**config.mk**
```make
export PLATFORM = sky130hd
export DESIGN_NAME = seg_scan_driver
export DESIGN_NICKNAME = d
export VERILOG_FILES = /design/src/rtl/seg_disp_pkg.sv /design/src/rtl/hex7seg.sv /design/src/rtl/seg_scan_driver.sv
export SDC_FILE = /design/constraint.sdc
export NUM_CORES = 1
export LEC_CHECK = 0
export CAP_MARGIN = 20
export CORE_MARGIN = 2
export CORE_UTILIZATION = 30
export DETAILED_ROUTE_END_ITERATION = 6
export GPL_TIMING_DRIVEN = 0
export SKIP_LAST_GASP = 1
export SYNTH_ARGS = -nofsm -noshare
export SYNTH_HDL_FRONTEND = slang
export SYNTH_HIERARCHICAL = 1
export SYNTH_SLANG_ARGS = --single-unit
export TNS_END_PERCENT = 1
```
**constraint.sdc**
```tcl
create_clock -name clk -period 6.2 [get_ports clk]
set_input_delay 1.24 -clock clk [delete_from_list [all_inputs] [get_ports clk]]
set_output_delay 1.24 -clock clk [all_outputs]
set_load 0.05 [all_outputs]
```
**src/rtl/seg_disp_pkg.sv**
```systemverilog
// seg_disp_pkg: shared constants and types for the seven-segment scan driver.
//   digit_idx_t    : 2-bit digit index (0 = rightmost digit)
//   SEG_OFF/AN_OFF : all-dark cathode/anode patterns (active-low)
//   SEG_0..SEG_F   : active-low {g,f,e,d,c,b,a} codes for each hex digit
//   an_onehot()    : active-low one-hot anode pattern for a digit index
package seg_disp_pkg;

    typedef logic [1:0] digit_idx_t;

    localparam logic [6:0] SEG_OFF = 7'h7F;
    localparam logic [3:0] AN_OFF  = 4'hF;

    localparam logic [6:0] SEG_0 = 7'b1000000;
    localparam logic [6:0] SEG_1 = 7'b1111001;
    localparam logic [6:0] SEG_2 = 7'b0100100;
    localparam logic [6:0] SEG_3 = 7'b0110000;
    localparam logic [6:0] SEG_4 = 7'b0011001;
    localparam logic [6:0] SEG_5 = 7'b0010010;
    localparam logic [6:0] SEG_6 = 7'b0000010;
    localparam logic [6:0] SEG_7 = 7'b1111000;
    localparam logic [6:0] SEG_8 = 7'b0000000;
    localparam logic [6:0] SEG_9 = 7'b0010000;
    localparam logic [6:0] SEG_A = 7'b0001000;
    localparam logic [6:0] SEG_B = 7'b0000011;
    localparam logic [6:0] SEG_C = 7'b1000110;
    localparam logic [6:0] SEG_D = 7'b0100001;
    localparam logic [6:0] SEG_E = 7'b0000110;
    localparam logic [6:0] SEG_F = 7'b0001110;

    function automatic logic [3:0] an_onehot(input digit_idx_t idx);
        return ~(4'b0001 << idx);
    endfunction

endpackage

```
**src/rtl/hex7seg.sv**
```systemverilog
// hex7seg: combinational hex nibble to active-low seven-segment decoder.
//   nibble : 4-bit hex value
//   seg    : active-low cathodes {g,f,e,d,c,b,a}
module hex7seg
    import seg_disp_pkg::*;
(
    input  logic [3:0] nibble,
    output logic [6:0] seg
);

    always_comb begin
        seg = SEG_OFF;
        unique case (nibble)
            4'h0: seg = SEG_0;
            4'h1: seg = SEG_1;
            4'h2: seg = SEG_2;
            4'h3: seg = SEG_3;
            4'h4: seg = SEG_4;
            4'h5: seg = SEG_5;
            4'h6: seg = SEG_6;
            4'h7: seg = SEG_7;
            4'h8: seg = SEG_8;
            4'h9: seg = SEG_9;
            4'hA: seg = SEG_A;
            4'hB: seg = SEG_B;
            4'hC: seg = SEG_C;
            4'hD: seg = SEG_D;
            4'hE: seg = SEG_E;
            4'hF: seg = SEG_F;
        endcase
    end

endmodule

```
**src/rtl/seg_scan_driver.sv**
```systemverilog
// seg_scan_driver: four-digit multiplexed seven-segment display driver.
// A prescaler steps the digit select once every CLK_HZ/REFRESH_HZ cycles; after
// each digit change the anodes stay dark for BLANK_CYCLES to avoid ghosting.
// New values are loaded into a shadow register and only reach the display at
// the frame boundary (sel 3->0), so a frame never shows a mix of two values.
// Optional feature: define SEG_LEADING_ZERO_BLANK_EN to darken leading zeros.
//   clk, rst   : clock, synchronous active-high reset
//   load       : strobe capturing data_in/dp_in into the shadow register
//   data_in    : four hex digits, digit k = data_in[4k+3:4k]
//   dp_in      : decimal point per digit, active-high
//   sel        : current digit index (downstream digit mux select)
//   an         : anode enables, active-low one-hot
//   seg, dp    : cathodes {g,f,e,d,c,b,a} and decimal point, active-low
//   frame_tick : one-cycle pulse after each sel 3->0 wrap
// Requires CLK_HZ/REFRESH_HZ >= 4 and BLANK_CYCLES < CLK_HZ/REFRESH_HZ.
module seg_scan_driver
    import seg_disp_pkg::*;
#(
    parameter int unsigned CLK_HZ       = 100_000_000,
    parameter int unsigned REFRESH_HZ   = 1000,
    parameter int unsigned BLANK_CYCLES = 2
) (
    input  logic        clk,
    input  logic        rst,
    input  logic        load,
    input  logic [15:0] data_in,
    input  logic [3:0]  dp_in,
    output logic [1:0]  sel,
    output logic [3:0]  an,
    output logic [6:0]  seg,
    output logic        dp,
    output logic        frame_tick
);

    localparam int unsigned DIV = CLK_HZ / REFRESH_HZ;
    localparam int unsigned CW  = (DIV > 1) ? $clog2(DIV) : 1;
    localparam int unsigned BW  = (BLANK_CYCLES > 0) ? $clog2(BLANK_CYCLES + 1) : 1;
    localparam logic [CW-1:0] CNT_MAX    = CW'(DIV - 1);
    localparam logic [BW-1:0] BLANK_LOAD = BW'(BLANK_CYCLES);

    logic [CW-1:0] cnt_q, cnt_d;
    digit_idx_t    sel_q, sel_d;
    logic [BW-1:0] blank_q, blank_d;
    logic [15:0]   shadow_q, shadow_d;
    logic [3:0]    shadow_dp_q, shadow_dp_d;
    logic          pending_q, pending_d;
    logic [15:0]   disp_q, disp_d;
    logic [3:0]    disp_dp_q, disp_dp_d;
    logic [3:0]    an_q, an_d;
    logic [6:0]    seg_q, seg_d;
    logic          dp_q, dp_d;
    logic          frame_q, frame_d;

    logic          scan_tick;
    logic          wrap;
    logic [3:0]    cur_nibble;
    logic [6:0]    dec_seg;
    logic          digit_on;

    assign scan_tick  = (cnt_q == CNT_MAX);
    assign wrap       = scan_tick && (sel_q == 2'd3);
    assign cur_nibble = disp_q[{sel_q, 2'b00} +: 4];

    hex7seg u_hex7seg (
        .nibble (cur_nibble),
        .seg    (dec_seg)
    );

`ifdef SEG_LEADING_ZERO_BLANK_EN
    // Highest nonzero digit; digit 0 is always lit even for an all-zero value.
    digit_idx_t msd;

    always_comb begin
        msd = 2'd0;
        for (int i = 1; i < 4; i++) begin
            if (disp_q[4*i +: 4] != 4'h0) begin
                msd = digit_idx_t'(i);
            end
        end
    end

    assign digit_on = (sel_q <= msd);
`else
    assign digit_on = 1'b1;
`endif

    always_comb begin
        cnt_d = scan_tick ? '0 : cnt_q + CW'(1);
        sel_d = scan_tick ? sel_q + 2'd1 : sel_q;

        // Blanking restarts on every digit change, otherwise counts down to 0.
        if (scan_tick) begin
            blank_d = BLANK_LOAD;
        end else if (blank_q != '0) begin
            blank_d = blank_q - BW'(1);
        end else begin
            blank_d = blank_q;
        end

        shadow_d    = load ? data_in : shadow_q;
        shadow_dp_d = load ? dp_in   : shadow_dp_q;

        // A load on the wrap edge wins over the clear: the transfer uses the
        // older shadow and the new capture waits for the next frame.
        disp_d    = disp_q;
        disp_dp_d = disp_dp_q;
        pending_d = pending_q;
        if (wrap && pending_q) begin
            disp_d    = shadow_q;
            disp_dp_d = shadow_dp_q;
            pending_d = 1'b0;
        end
        if (load) begin
            pending_d = 1'b1;
        end

        // Output stage decodes the current sel/blank state one cycle late.
        an_d    = (blank_q != '0) ? AN_OFF : an_onehot(sel_q);
        seg_d   = digit_on ? dec_seg : SEG_OFF;
        dp_d    = digit_on ? ~disp_dp_q[sel_q] : 1'b1;
        frame_d = wrap;
    end

    always_ff @(posedge clk) begin
        if (rst) begin
            cnt_q       <= '0;
            sel_q       <= 2'd0;
            blank_q     <= BLANK_LOAD;
            shadow_q    <= '0;
            shadow_dp_q <= '0;
            pending_q   <= 1'b0;
            disp_q      <= '0;
            disp_dp_q   <= '0;
            an_q        <= AN_OFF;
            seg_q       <= SEG_OFF;
            dp_q        <= 1'b1;
            frame_q     <= 1'b0;
        end else begin
            cnt_q       <= cnt_d;
            sel_q       <= sel_d;
            blank_q     <= blank_d;
            shadow_q    <= shadow_d;
            shadow_dp_q <= shadow_dp_d;
            pending_q   <= pending_d;
            disp_q      <= disp_d;
            disp_dp_q   <= disp_dp_d;
            an_q        <= an_d;
            seg_q       <= seg_d;
            dp_q        <= dp_d;
            frame_q     <= frame_d;
        end
    end

    assign sel        = sel_q;
    assign an         = an_q;
    assign seg        = seg_q;
    assign dp         = dp_q;
    assign frame_tick = frame_q;

endmodule

```
==> results of run 1 <==
## cells in the mapped netlist
cell      number
mux2_2         1
nand4_1       25
inv_1         12
or2_1          1
buf_2          5
nand2_1       11
xor2_1         3
mux2i_1       25
nand3_1        9
dfxtp_1       75
o21ai_0       26
ha_1          13
a22o_1         2
and2b_2        1
or2_2          8
nand3_2        1
nor4b_2        1
nor2b_1        1
nand2b_1       1
o21bai_4       1
nor2_1        45
xnor2_1       12
and2_0         1
clkbuf_1      12
mux4_1         1
and4bb_2       1
or3b_1         1
nor3_1         5
nor4_1         5
or3_1          3
buf_1          4
a21oi_1       25
mux4_2         5
or4_1          1
buf_6          3
and2_1         1
a32o_1         1
## path summary, 6_finish.rpt
kind / endpoint / startpoint / slack, ns
setup / recovery: sel[1] / sel[1]$_SDFFE_PP0P_ / 3.11
hold / removal: disp_q[4]$_SDFFE_PP0P_ / shadow_q[4]$_SDFFE_PP0P_ / 0.47
setup reg to reg: seg[3]$_SDFF_PP1_ / sel[0]$_SDFFE_PP0P_ / 3.49
hold reg to reg: disp_q[4]$_SDFFE_PP0P_ / shadow_q[4]$_SDFFE_PP0P_ / 0.47
## cells by family after synthesis
family                     Yosys count  share of synthesized area [%]
and+or+nand+nor                    122                          19.16
adders and majority gates           13                          4.941
muxes                               32                          12.16
AOI/OAI and AO/OA                   55                          9.160
xor gates and xnor gates            15                          3.991
buffers and inverters               36                          4.979
DFF                                 75                          45.61
## final cells by class
| class | count | area, sq um |
|---|---|---|
| clock buffers | 12 | 165.2 |
| well taps | 140 | 175.2 |
| flip-flops and latches | 75 | 1501 |
| clock inverters | 4 | 47.55 |
| plain buffers | 24 | 118.9 |
| multi-input cells | 237 | 1627 |
| inverters | 12 | 45.04 |
| fillers | 1061 | 6753 |
| repair buffers | 36 | 360.3 |
## layout by cell type, fill, tap and decap left out, drive strengths merged
master         synthesis  routed
nand4                 25      25
or3b                   1       1
buf                   12      12
mux4                   6       6
and4bb                 1       1
dfxtp                 75      75
o21bai                 1       1
clkbuf                12      24
bufinv                 0       1
nand3                 10      10
a21oi                 25      25
xor2                   3       3
nor3                   5       5
or3                    3       3
ha                    13      13
mux2i                 25      25
or4                    1       1
nor4b                  1       1
nand2                 11      11
nor2b                  1       1
and2b                  1       1
nor2                  45      45
or2                    9       9
clkinvlp               0       1
nor4                   5       5
clkinv                 0       2
a32o                   1       1
mux2                   1       1
inv                   12      12
and2                   2       2
xnor2                 12      12
nand2b                 1       1
clkdlybuf4s50          0      36
o21ai                 26      26
a22o                   2       2
## registers in the layout (all words and copies together), names as in the netlist
| register | cells |
|---|---|
| cnt_q | 17 |
| disp_q | 16 |
| shadow_q | 16 |
| seg | 7 |
| an | 4 |
| disp_dp_q | 4 |
| shadow_dp_q | 4 |
| blank_q | 2 |
| sel | 2 |
| dp | 1 |
| frame_tick | 1 |
| pending_q | 1 |
## layer usage
layer  GRT usage (%)  routed length, um
met1           16.72               3457
met2           18.53               3041
met3           3.407                293
met4           5.678                121
met5               0                  0
## worst min-delay path: stages (launching register included)
cell and delay, ns:
dfxtp_1 0.31, nand4_1 0.06, a21oi_1 0.06
## metrics by stage
step | cells | area (sq um) | setup slack [ns]
after floorplan | 348 | 3292 | 3.395
after global placement | 524 | 3827 | 3.306
after detailed placement | 524 | 3827 | 3.286
after CTS | 540 | 4040 | 3.082
after global routing | 540 | 4040 | 3.045
final | 540 | 4040 | 3.108
## power by group
part           leakage (uW)  internal [uW]  switching [uW]  total (uW)
clock network      0.000108            218             182         399
registers          0.000612            501            11.0         512
logic              0.000720           43.1            44.9        87.9
total               0.00144            761             238         999
==> impl_metrics.csv, run 1 <==
group,metric,value,unit
outcome,status,"finished clean",
floorplan,rows,38,
floorplan,dieArea,0.01183,sq mm
critical_path,criticalPathCategory,"flop to primary output",
routing,drc,0,
pwr,cellLeakagePower,0.001441,uW
placed_design,hpwl,5056,um
synthesis,syn_area,0.003292,sq mm
grt,grt_first_pass_wirelength,11270,um
pwr,p_total,999.0,uW
cts,cts_setup_buffers,0,
synthesis,netlist_top_cells_area,"dfxtp_1 46%, mux2i_1 7.6%, nor2_1 5.1%",
timing,setup_viol,0,
cts,cts_tree,"done",
placed_design,place_congestion,0.8073,
critical_path,cp-start-kind,"flop",
job,drv_cap,0,
cells_and_area,drive_gt1_share,10.75,%
synthesis,ys_warn_count,6,
grt,grt_overflow,0,
min_path,holdPathStages,2,
min_path,hold_class,"flop to flop",
timing,fin_crit,3.092,ns
timing,worst_pin_slew,0.7145,ns
routing,dr.first_iter.drc_count,159,
cts,clock_sinks,75,
cts,cts_root_buf,"clkbuf_8",
cells_and_area,layout.nets,431,
routing,num_vias,2540,
pwr,power.density,247.3,mW/mm^2
cells_and_area,diodes,0,
cells_and_area,areaGrowthSynthToFinish,22.73,%
cts,numCtsBuffers,9,
routing,wl_per_cell,12.80,um
critical_path,worstPathRequired,4.96,ns
timing,hold_violations,0,
floorplan,die_x,108.8,um
cts,ctsHoldBuffers,0,
grt,grt_antenna_before_repair,0,
routing,via_per_inst,4.704,
cts,cts_buffer_depth,2,
timing,slew_headroom,52.37,%
timing,fmax,323.4,MHz
synthesis,synth_cells,348,
critical_path,critPathMaxFanout,10,
synthesis,ys_types,37,
floorplan,die_h,108.8,um
timing,clock_skew,0.008287,ns
critical_path,path_buf_inv,1,
timing,period_share,49.87,%
synthesis,synth_top_area_share,45.61,%
synthesis,yosys.area.top_type,"dfxtp_1",
critical_path,end_kind,"primary output",
critical_path,path_cells,"clkdlybuf4s50_1",
timing,fin_hold_ws,0.4738,ns
floorplan,design.core.area,0.01079,sq mm
grt,first_global_vias,2353,
pwr,ir_drop,0.07953,mV
routing,ant_nets,0,
cts,clk_latency,0.35,ns
grt,grt_max_degree,13,
synthesis,synth-seq-area-share,45.61,%
synthesis,ys_seq_elements,75,
placed_design,portBuffers,36,
critical_path,crit_slowest_cell,"clkdlybuf4s50_1",
critical_path,cpPeakStageDelay,0.90,ns
cts,path_clk_slew,0.08,ns
floorplan,ioPinCount,38,
cts,htree_levels,3,
synthesis,syn_area_per_cell,9.460,sq um
timing,maxSlewViolCount,0,
cts,cts_resized,0,
timing,rsz0062_at_grt,"false",
critical_path,critical-path-top-delay-family,"buffers and inverters",
cells_and_area,final_core_util,37.43,%
grt,grt_usage,12.43,%
critical_path,cp.arrival,1.85,ns
critical_path,ff2ff_path_depth,7,
synthesis,synth_nets,384,
critical_path,cp.depth,1,
timing,totalNegativeSetupSlack,0,ns
routing,wl,6913,um
routing,first_pass_iters,4,
floorplan,initial_core_util,30.50,%
No activity file was read; power rests on OpenSTA's default activity.
==> run 2: changes to the inputs <==
==> constraint.sdc (replaced) <==
create_clock -name clk -period 3.05 [get_ports clk]
set_input_delay 0.61 -clock clk [delete_from_list [all_inputs] [get_ports clk]]
set_output_delay 0.61 -clock clk [all_outputs]
set_load 0.05 [all_outputs]
==> results of run 2 <==
The final DEF is identical to that of run 1. Status: finished clean.
Among the figures that moved: setup slack after placement 3.286 ns -> 0.2935 ns; setup slack after layout 3.108 ns -> 0.3411 ns; start point of the critical path sel[1]$_SDFFE_PP0P_ -> sel[0]$_SDFFE_PP0P_; end point of the critical path sel[1] -> seg[3]$_SDFF_PP1_; register-to-register setup slack 3.49 ns -> 0.34 ns; total power 999.0 uW -> 2031 uW; worst IR drop on VDD 0.07953 mV -> 0.1617 mV
==> RTL edit (config.mk and constraints of run 2) <==
Change the parameter `REFRESH_HZ` from 1000 to 250.
--- a/src/rtl/seg_scan_driver.sv
+++ b/src/rtl/seg_scan_driver.sv
@@ -19,3 +19,3 @@
     parameter int unsigned CLK_HZ       = 100_000_000,
-    parameter int unsigned REFRESH_HZ   = 1000,
+    parameter int unsigned REFRESH_HZ   = 250,
     parameter int unsigned BLANK_CYCLES = 2
Check against the original RTL: same outputs for any inputs over 10 cycles, from zero or initial values and one cycle with rst high; that may be too few to reach the edited logic, so the function may still have changed.
==> RTL edit against run 2 <==
  * Synthesized area up 4.5%
  * Routed wire length rose by 11%
  * Clock power rose by 34%
  * Final area rose by 6.2%
  * Sequential cell count grew 2
  * Count of clock-buffer cells in the layout fell by 2
  * Fmax down 0.39%
  * Power grew 15%
  * Setup slack got worse by 0.010 ns
  * First-iteration DRC count down 30%
  * Core utilization increased by 0.45 points
  * Largest cell class unchanged
==> RTL edit: results (changes against run 2) <==
* Bufs on Longest Clock Path at 2 (unchanged)
* Top post-synthesis cells by count: dfxtp_1 (77), nor2_1 (49), mux2i_1 (27)
* Compound-cell area share of the yosys netlist at 8.26% (-0.90 points)
* Critical path fanouts, max at 7 (unchanged)
* Layout Nets at 442 (+2.6%)
* Initial antenna violation count at 0 (unchanged)
* Yosys cell types at 43 (+16%)
* Worst Hold Class: reg2reg
* Biggest regs: cnt_q x19, disp_q x16, shadow_q x16
* Reg2reg setup slack at approximately 0.33 ns
* Register area share after synthesis at 44.8% (-0.79 points)
* Layout cell share with drive strength beyond 1 at 11.7% (+0.93 points)
* Max incr delay on CP at approximately 0.67 ns
* # H-tree levels at 3 (unchanged)
* Slowest-stage cell, CP: mux4_2
* Top Family by Delay on Critical Path: multiplexers
* Top post-synthesis cells by area: dfxtp_1 (45%), mux2i_1 (7.9%), nor2_1 (5.3%)
* Skew-Pair Late Insertion Delay at 0.33 ns (-0.02 ns)
* Post-DR wirelength/cell at 13.8 um (+8.0%)
* Clk_skew at 0.00830 ns (+0.00000766 ns)
* Clock slew at reported path FFs at 0.06 ns (-0.02 ns)
* First-pass GRT wire length at 12.8 mm (+14%)
* Cell total after placement at 538 (+2.7%)
* DP Area at 0.00398 mm^2 (+4.0%)
* Mux contribution to synthesized area at 12.2% (+0.060 points)
* CP Data Arrival Time at 2.94 ns (about the same)
* Final Non-Filler Cells at 554 (+2.6%)
* Actual slew at the worst max-slew pin at 0.518 ns (-0.197 ns)
* 1st-pass router iterations at 4 (unchanged)
* CTS root buf: clkbuf_16
* RD Place Congestion at 0.804 (-0.41%)
* Post-Synth XOR/XNOR Area at 4.07% (+0.083 points)
* Syn_area_per_cell at 9.58 um^2 (+1.3%)
* Yosys warnings at 6 (unchanged)
* Adder-cell share of the synthesized area at 4.73% (-0.21 points)
* Cts repair resizes at 0 (unchanged)
* GRT Util Overall at 12.9% (+0.45 points)
* Largest net degree at the start of global routing at 15 (+2)
* Hold Slack at 0.459 ns (-0.0144 ns)
* Status: finished, final reports clean
* P_leak at 1.58 nW (+9.4%)
* Post-synth net total at 395 (+2.9%)
* Ant diodes at 0 (unchanged)
* Synth async-reset ratio at 0% (unchanged)
* Post-DP HPWL at 5.56 mm (+10%)
* I/O Buffers at 36 (unchanged)
* Post-CTS Setup Inserts at 0 (unchanged)
* Max IR drop VDD at 0.300 mV (+86%)
* Via Count at 2640 (+3.9%)
* Final ANT Viol Nets at 0 (unchanged)
* Initial DRC count at 111 (-30%)
* CTS buffer count at 9 (unchanged)
-- RTL edit: cells by family after synthesis --
kind of cell	after synthesis
buffers and inverters	37
xor gates and xnor gates	16
and+or+nand+nor	129
adders and majority gates	13
AOI/OAI and AO/OA	53
muxes	34
DFF	77
-- RTL edit: per-layer routing --
metal	share of wire (%)	vias to the layer above	GRT usage [%]
met5	0	-	0
met4	1.6	0	4.36
met3	4.5	10	3.39
met2	45	48	20.5
met1	48	1228	17.0
li1	-	1354	-
-- RTL edit: layout make-up --
cell class	count	area, um^2
buffer	27	140
clock buffer	10	239
clock inverter	6	71.3
fill	1142	7030
inverter	10	37.5
multi-input combinational	245	1720
sequential	77	1540
tap	143	179
timing repair buffer	36	360
-- RTL edit: stage by stage --
step | util (%) | setup slack [ns] | power [mW]
finish | 37.9 | 0.331 | 2.34
global route | 37.9 | 0.175 | 2.43
CTS | 37.9 | 0.310 | 2.36
detailed placement | 35.1 | 0.324 | 1.27
global placement | 35.1 | 0.373 | 1.26
floorplan | - | 0.245 | 1.20
-- RTL edit: path summary, 6_finish.rpt --
check	from	to	cells past startpoint
worst min-delay path	cnt_q[0]	cnt_q[0]	1
worst min register to register	cnt_q[0]	cnt_q[0]	1
worst max register to register	sel[0]	seg[3]	7
worst max-delay path	sel[0]	seg[3]	7
-- RTL edit: power breakdown --
group          switching (mW)  internal, mW
Sequential             0.0197          1.04
Clock                   0.433         0.661
Combinational          0.0943        0.0869
-- RTL edit: worst register-to-register path: stages, from the launching register on --
cell,delay (ns)
dfxtp_1,0.40
clkbuf_1,0.43
mux4_2,0.67
inv_1,0.17
ha_1,0.15
inv_1,0.05
mux4_1,0.46
or2_2,0.28
